$ cat src/rtl/mux_tree_pipe_if.sv
// Handshake/bus bundle for mux_tree_pipe: N = 2**SEL_W channels of WIDTH bits
// on the input side, one WIDTH-bit channel on the output side.
interface mux_tree_pipe_if #(
  parameter int WIDTH = 8,
  parameter int SEL_W = 3
);
  localparam int N = 1 << SEL_W;

  logic [N*WIDTH-1:0] in_data;
  logic [SEL_W-1:0]   in_sel;
  logic               in_valid;
  logic               in_ready;
  logic [WIDTH-1:0]   out_data;
  logic               out_valid;
  logic               out_ready;

  // Source/consumer side: drives channels, select and the downstream ready.
  modport master (
    output in_data, in_sel, in_valid, out_ready,
    input  in_ready, out_data, out_valid
  );

  // Mux side: consumes channels, produces the selected channel.
  modport slave (
    input  in_data, in_sel, in_valid, out_ready,
    output in_ready, out_data, out_valid
  );
endinterface

$ cat src/rtl/mux_tree_pipe.sv
// Pipelined N:1 multiplexer tree. Each level narrows the channel set by 4
// (or by 2 on the last level when SEL_W is odd) and is registered, so the
// latency equals the number of levels. The whole pipeline advances on a single
// global enable, so a stalled consumer freezes every stage including bubbles.
module mux_tree_pipe #(
  parameter int WIDTH = 8,
  parameter int SEL_W = 3
) (
  input  logic          clk,
  input  logic          rst,
  mux_tree_pipe_if.slave bus
);

  localparam int LEVELS = (SEL_W + 1) / 2;

  logic en;

  // The pipeline moves whenever the last stage is empty or being drained.
  always_comb begin
    en = !bus.out_valid || bus.out_ready;
  end

  assign bus.in_ready = en;

  for (genvar l = 0; l < LEVELS; l++) begin : g_lvl
    // Select bits still unresolved when data enters this level.
    localparam int IN_BITS  = SEL_W - 2*l;
    // Radix-4 except a trailing 2:1 level for odd SEL_W.
    localparam int STEP     = (IN_BITS >= 2) ? 2 : 1;
    localparam int OUT_BITS = IN_BITS - STEP;
    localparam int RADIX    = 1 << STEP;
    localparam int IN_CH    = 1 << IN_BITS;
    localparam int OUT_CH   = 1 << OUT_BITS;

    logic [IN_CH*WIDTH-1:0]  d_in;
    logic [IN_BITS-1:0]      s_in;
    logic                    v_in;
    logic [OUT_CH*WIDTH-1:0] d_mux;
    logic [OUT_CH*WIDTH-1:0] d_reg;
    logic                    v_reg;

    if (l == 0) begin : g_src
      assign d_in = bus.in_data;
      assign s_in = bus.in_sel;
      assign v_in = bus.in_valid;
    end else begin : g_src
      assign d_in = g_lvl[l-1].d_reg;
      assign s_in = g_lvl[l-1].g_sel.s_reg;
      assign v_in = g_lvl[l-1].v_reg;
    end

    // Group g gathers channels g*RADIX .. g*RADIX+RADIX-1; low select bits pick within it.
    always_comb begin
      d_mux = '0;
      for (int g = 0; g < OUT_CH; g++) begin
        d_mux[g*WIDTH +: WIDTH] = d_in[(g*RADIX + int'(s_in[STEP-1:0]))*WIDTH +: WIDTH];
      end
    end

    // Stage register: narrowed data and valid, frozen while the consumer stalls.
    always_ff @(posedge clk) begin
      if (rst) begin
        d_reg <= '0;
        v_reg <= 1'b0;
      end else if (en) begin
        d_reg <= d_mux;
        v_reg <= v_in;
      end
    end

    if (OUT_BITS > 0) begin : g_sel
      logic [OUT_BITS-1:0] s_reg;

      // Carry the not-yet-used upper select bits alongside their data.
      always_ff @(posedge clk) begin
        if (rst) begin
          s_reg <= '0;
        end else if (en) begin
          s_reg <= s_in[IN_BITS-1:STEP];
        end
      end
    end
  end

  assign bus.out_data  = g_lvl[LEVELS-1].d_reg;
  assign bus.out_valid = g_lvl[LEVELS-1].v_reg;

endmodule

$ cat src/flat_wrapper.sv
// flat-port wrapper written by rule: the top's interface ports become plain ports
module mux_tree_pipe_flat 
#(
  parameter int WIDTH = 8,
  parameter int SEL_W = 3
)
  (clk, rst, bus_in_data, bus_in_sel, bus_in_valid, bus_out_ready, bus_in_ready, bus_out_data, bus_out_valid);
  mux_tree_pipe_if #(.WIDTH(WIDTH), .SEL_W(SEL_W)) bus_i ();
  input  logic clk;
  input  logic rst;
  input wire logic [$bits(bus_i.in_data)-1:0] bus_in_data;
  input wire logic [$bits(bus_i.in_sel)-1:0] bus_in_sel;
  input wire logic [$bits(bus_i.in_valid)-1:0] bus_in_valid;
  input wire logic [$bits(bus_i.out_ready)-1:0] bus_out_ready;
  output wire logic [$bits(bus_i.in_ready)-1:0] bus_in_ready;
  output wire logic [$bits(bus_i.out_data)-1:0] bus_out_data;
  output wire logic [$bits(bus_i.out_valid)-1:0] bus_out_valid;
  assign bus_i.in_data = bus_in_data;
  assign bus_i.in_sel = bus_in_sel;
  assign bus_i.in_valid = bus_in_valid;
  assign bus_i.out_ready = bus_out_ready;
  assign bus_in_ready = bus_i.in_ready;
  assign bus_out_data = bus_i.out_data;
  assign bus_out_valid = bus_i.out_valid;
  mux_tree_pipe #(.WIDTH(WIDTH), .SEL_W(SEL_W)) u_core (.clk(clk), .rst(rst), .bus(bus_i));
endmodule
$ cat config.mk
export PLATFORM = sky130hd
export DESIGN_NAME = mux_tree_pipe_flat
export DESIGN_NICKNAME = d
export VERILOG_FILES = /design/src/rtl/mux_tree_pipe_if.sv /design/src/rtl/mux_tree_pipe.sv /design/src/flat_wrapper.sv
export SDC_FILE = /design/constraint.sdc
export NUM_CORES = 1
export LEC_CHECK = 0
export CAP_MARGIN = 40
export CELL_PAD_IN_SITES_DETAIL_PLACEMENT = 0
export CELL_PAD_IN_SITES_GLOBAL_PLACEMENT = 1
export CORE_UTILIZATION = 40
export CTS_BUF_LIST = sky130_fd_sc_hd__clkbuf_4 sky130_fd_sc_hd__clkbuf_8
export CTS_CLUSTER_SIZE = 24
export DETAILED_ROUTE_END_ITERATION = 8
export DONT_BUFFER_PORTS = 1
export PLACE_DENSITY = 0.72
export REMOVE_ABC_BUFFERS = 1
export SLEW_MARGIN = 20
export SYNTH_ARGS = -nofsm -noshare
export SYNTH_HDL_FRONTEND = slang
export SYNTH_SLANG_ARGS = --single-unit
$ cat constraint.sdc
create_clock -name clk -period 3.3 [get_ports clk]
set_clock_uncertainty 0.05 [all_clocks]
set_input_delay 0.165 -clock clk [delete_from_list [all_inputs] [get_ports clk]]
set_output_delay 0.165 -clock clk [all_outputs]
set_load 0.1 [all_outputs]
; ---- Yosys cells after proc, flatten, opt, wreduce, memory -nomap -nowiden
; Index checks and enable logic that the tools add are counted.
; Widths: inputs -> output; s select.
[op_classes]
reduce_logical = 2
n_div = 0
eq_ne = 0
add_sub_neg = 1
mul = 0
muxes = 0
n_bitwise = 0
n_lt_le_gt_ge = 0
n_shift = 3
[ops]
columns = operator, count
row1 = $shiftx 64x32->8, 1
row2 = $shiftx 64x6->8, 1
row3 = $shiftx 16x5->8, 1
row4 = $add 3x2->4 const A, 1
row5 = $logic_not 1->1, 1
row6 = $logic_or 1x1->1, 1
[word_totals]
mem_bits_rw = 0
register_bits = 27
latch_bits = 0
memories = 0
in_bits = 71
rom_bits = 0

; ---- Logic depth before layout (Yosys ltp)
[logic_depth]
word_depth = 2
depth_mapped = 5
mapped_depth_nobuf = 4

; ---- Least setup slack after synthesis
; No wires, ideal clock.
[synth_path]
path_kind = reg-to-reg
from = reg u_core.g_lvl[1].v_reg (netlist: u_core.bus.out_valid)
to = reg u_core.g_lvl[1].d_reg[0] (netlist: u_core.bus.out_data[0])
required_ps = 3164
period_less_slack_ps = 2077
path_slack_ps = 1223
setup_ps = 86
arrival_time_ps = 1942
path_buffers = 1
path_stages_with_launch = 5
path_cell_list = dfxtp_1 -> nor2b_1 -> clkinv_1 -> buf_2 -> a211oi_1
[synth_between]
elab_chain_len = 2
[synth_rtl]
columns = item, line
row1 = "start, declared", mux_tree_pipe.sv:40  ; logic v_reg;
row2 = "start signal, assigned", mux_tree_pipe.sv:67  ; v_reg <= v_in;
row3 = $logic_not 1->1, mux_tree_pipe.sv:20  ; en = !bus.out_valid || bus.out_ready;
row4 = $logic_or 1x1->1, mux_tree_pipe.sv:20
row5 = net bus_in_ready, flat_wrapper.sv:15  ; output wire logic [$bits(bus_i.in_ready)-1:0] bus_in_ready;
row6 = "end signal, assigned", mux_tree_pipe.sv:66  ; d_reg <= d_mux;
row7 = "end, declared", mux_tree_pipe.sv:39  ; logic [OUT_CH*WIDTH-1:0] d_reg;
; The timed path passes the listed nets, and every way through them passes these cells.
; A chain may end at the register's enable or synchronous reset.

; ---- Worst setup path in the final report
[layout_path]
from = reg u_core.g_lvl[1].v_reg (netlist: u_core.bus.out_valid)
to = out bus_in_ready
[layout_between]
elab_chain_len = 2
[layout_rtl]
columns = item, line
row1 = $logic_not 1->1, mux_tree_pipe.sv:20
row2 = $logic_or 1x1->1, mux_tree_pipe.sv:20
row3 = "end, declared", flat_wrapper.sv:15
; No other way between the ends.

==> metrics.md <==
| Metric | Value |
|---|---|
| Status | `finished clean` |
| Final core occ | `0.480` |
| Initial DRT Pass Iterations | `4` |
| Clock Power Share | `0.202` |
| Detailed Place HPWL | `2170 microns` |
| Max reg flops | `16` |
| Number of port buffers | `0` |
| Most common library cells after synthesis | `nand2_1 (36), dfxtp_1 (27), a21oi_1 (18)` |
| Avg Vias per Cell | `5.41` |
| Post-synth EDFFs | `0` |
| DRT iter0 DRCs | `33` |
| Slew @ Worst Pin | `0.498 ns` |
| Setup Buffers After CTS | `0` |
| Root Driver | `clkbuf_4` |
| Initial antenna violation count | `0` |
| Maximum clock rate | `501 MHz` |
| Final WL | `2710 microns` |
| CTS Buffer Depth | `2` |
| Post-Place Cells | `182` |
| WS Path Type | `register to primary output` |
| CTS tree | `done` |
| Hold WC Path Type | `primary input to register` |
| Synthesized area per cell | `10.2 sq um` |
| Post-synthesis cell type count | `16` |
| Most common cell in the netlist | `nand2_1` |
| Max Slew Vio Count | `0` |
| Top-level port count | `81` |
| CP Capture Type | `primary output` |
| GRT Resource Usage Total | `0.142` |
| Post-synth ARST share | `0` |
| Area of the mapped netlist | `1410 sq um` |
| Core region area | `3360 sq um` |
| PwrDens | `429 nW/um^2` |
| Period utilization | `0.604` |
| Placed inst area | `1540 sq um` |
| Int Pwr | `478 uW` |
| Seq/Total Area, Yosys | `0.383` |
| Fill cells | `349` |
| Crit-path max FO | `20` |
| N_diodes | `0` |
| Power Total | `693 uW` |
| Cell row count | `21` |
| Final Non-Filler Cells | `190` |
| Final GP Congestion | `0.754` |
| Layout cells sized above 1 | `0.201` |
| Sequential Area | `541 sq um` |
| WL/cell | `14.3 microns` |
| Clock slew at reported path FFs | `0.14 ns` |
| Worst setup SP type | `register` |
| Switching share of power | `0.310` |
| Area Overhead vs Synth | `14.5%` |
| Vias in the first global route | `887` |
| Yosys top cell by area | `dfxtp_1` |
| Synth top area cells | `dfxtp_1 (38%), mux4_2 (19%), nand2_1 (9.6%)` |
| Synthesized instance count | `138` |
| Antenna Violating Nets Remaining | `0` |
| Largest net degree at the start of global routing | `28` |
| Power share of the combinational group | `0.263` |
| Share of the synthesized area in the top cell type | `0.383` |
| Tmin final | `1.99 ns` |
| Die area | `3770 sq um` |
| NetSw | `215 uW` |
| Die height | `61.4 microns` |
| VDD IR max | `0.115 mV` |
| Congestion Overflow GR | `0` |
| Worst skew pair latency | `0.32 ns` |
| Multi-input gate area | `785 sq um` |
| Final Instance Area | `1610 sq um` |
| RSZ-0062 raised after global routing | `no` |
| Final net count | `216` |
| Leakage dissipation | `0.000631 uW` |
| Synth Flop Type | `dfxtp_1` |
| Drt drc | `0` |
| Total negative setup slack | `0 ns` |
| Worst Path Required | `3.08 ns` |
| Final Setup Violations | `0` |
| Hold Fails Final Rpt | `0` |
| FF+latch count, synth | `27` |
| # clock sinks | `27` |
| Max cap viols | `0` |
| H-Tree Level Count | `1` |
| Die width | `61.4 microns` |
| Initial Util | `0.419` |
| Vias | `1,027` |
| Sequential fraction of design power | `0.536` |
| First-pass GRT wire length | `4040 microns` |
| Slew margin rel. | `0.668` |
| Crit path DAT | `1.78 ns` |
| Ys Warns | `0` |
| TritonCTS Buffers | `3` |
## what timing repair did
item / CTS / global route
endpoints found under the setup margin: 0 / 0
gates resized for setup: 0 / 0
hold buffers: 3 / 0
endpoints found under the hold margin: 27 / 0
## stage by stage
step | hold slack [ns] | worst slack [ns]
finish | 0.121 | 1.31
CTS | 0.119 | 1.28
detailed placement | 0.189 | 1.49
global placement | 0.187 | 1.29
global route | 0.134 | 1.18
floorplan | 0.184 | -0.468
## layout make-up
type,instances,share of cell area
sequential,27,0.335
clock buffer,3,0.0140
timing repair buffer,15,0.124
multi-input combinational,97,0.486
clock inverter,1,0.00310
tap,46,0.0357
inverter,1,0.00233
## layout by cell type, fill, tap and decap left out
cell | netlist | layout
nor2_1 | 10 | 10
dfxtp_1 | 27 | 27
buf_4 | 0 | 2
nand2_1 | 36 | 36
inv_2 | 0 | 1
buf_12 | 1 | 1
clkinv_2 | 0 | 1
mux4_1 | 4 | 4
dlygate4sd3_1 | 0 | 3
buf_8 | 0 | 9
mux4_2 | 12 | 12
nor2b_1 | 1 | 1
a21oi_1 | 18 | 18
a211oi_1 | 8 | 8
clkbuf_4 | 0 | 3
mux2i_1 | 8 | 8
## power by group through the flow
stage | registers (uW) | logic (uW) | clock network, uW
floorplan | 434 | 76.2 | 0
finish | 371 | 182 | 140
CTS | 371 | 181 | 145
global route | 375 | 192 | 158
global placement | 432 | 91.4 | 0
detailed placement | 379 | 174 | 0
## worst paths after layout
check / start / end / slack, ns / cells past startpoint
setup / recovery: u_core.bus.out_valid / bus_in_ready / 1.31 / 5
hold / removal: bus_in_sel[1] / u_core.g_lvl[0].d_reg[12] / 0.12 / 3
setup reg to reg: u_core.bus.out_valid / u_core.bus.out_data[7] / 1.48 / 7
hold reg to reg: u_core.g_lvl[0].d_reg[8] / u_core.g_lvl[0].d_reg[8] / 0.41 / 2
## kinds of logic (layout without fill, tap and decap cells)
group | Yosys count | in the layout | share of synthesized area
simple gates | 47 | 47 | 0.127
compound gates | 26 | 26 | 0.106
flops | 27 | 27 | 0.383
mux | 24 | 24 | 0.323
buf+inv | 14 | 20 | 0.0603
## routing by layer
| metal | share of wire | wire length, microns | vias to the layer above | GRT usage |
|---|---|---|---|---|
| met5 | 0 | 0 | - | 0 |
| met1 | 0.45 | 1230 | 460 | 0.211 |
| li1 | - | - | 507 | - |
| met4 | 0.0052 | 14 | 0 | 0.0381 |
| met3 | 0.075 | 203 | 2 | 0.0210 |
| met2 | 0.47 | 1270 | 58 | 0.217 |
## critical path, cell delays in order (launching register included)
cell     delay [ns]
dfxtp_1        0.33
buf_4          0.28
nor2b_1        0.18
buf_4          0.24
inv_2          0.18
buf_12         0.22
No activity file was read; power rests on OpenSTA's default activity.
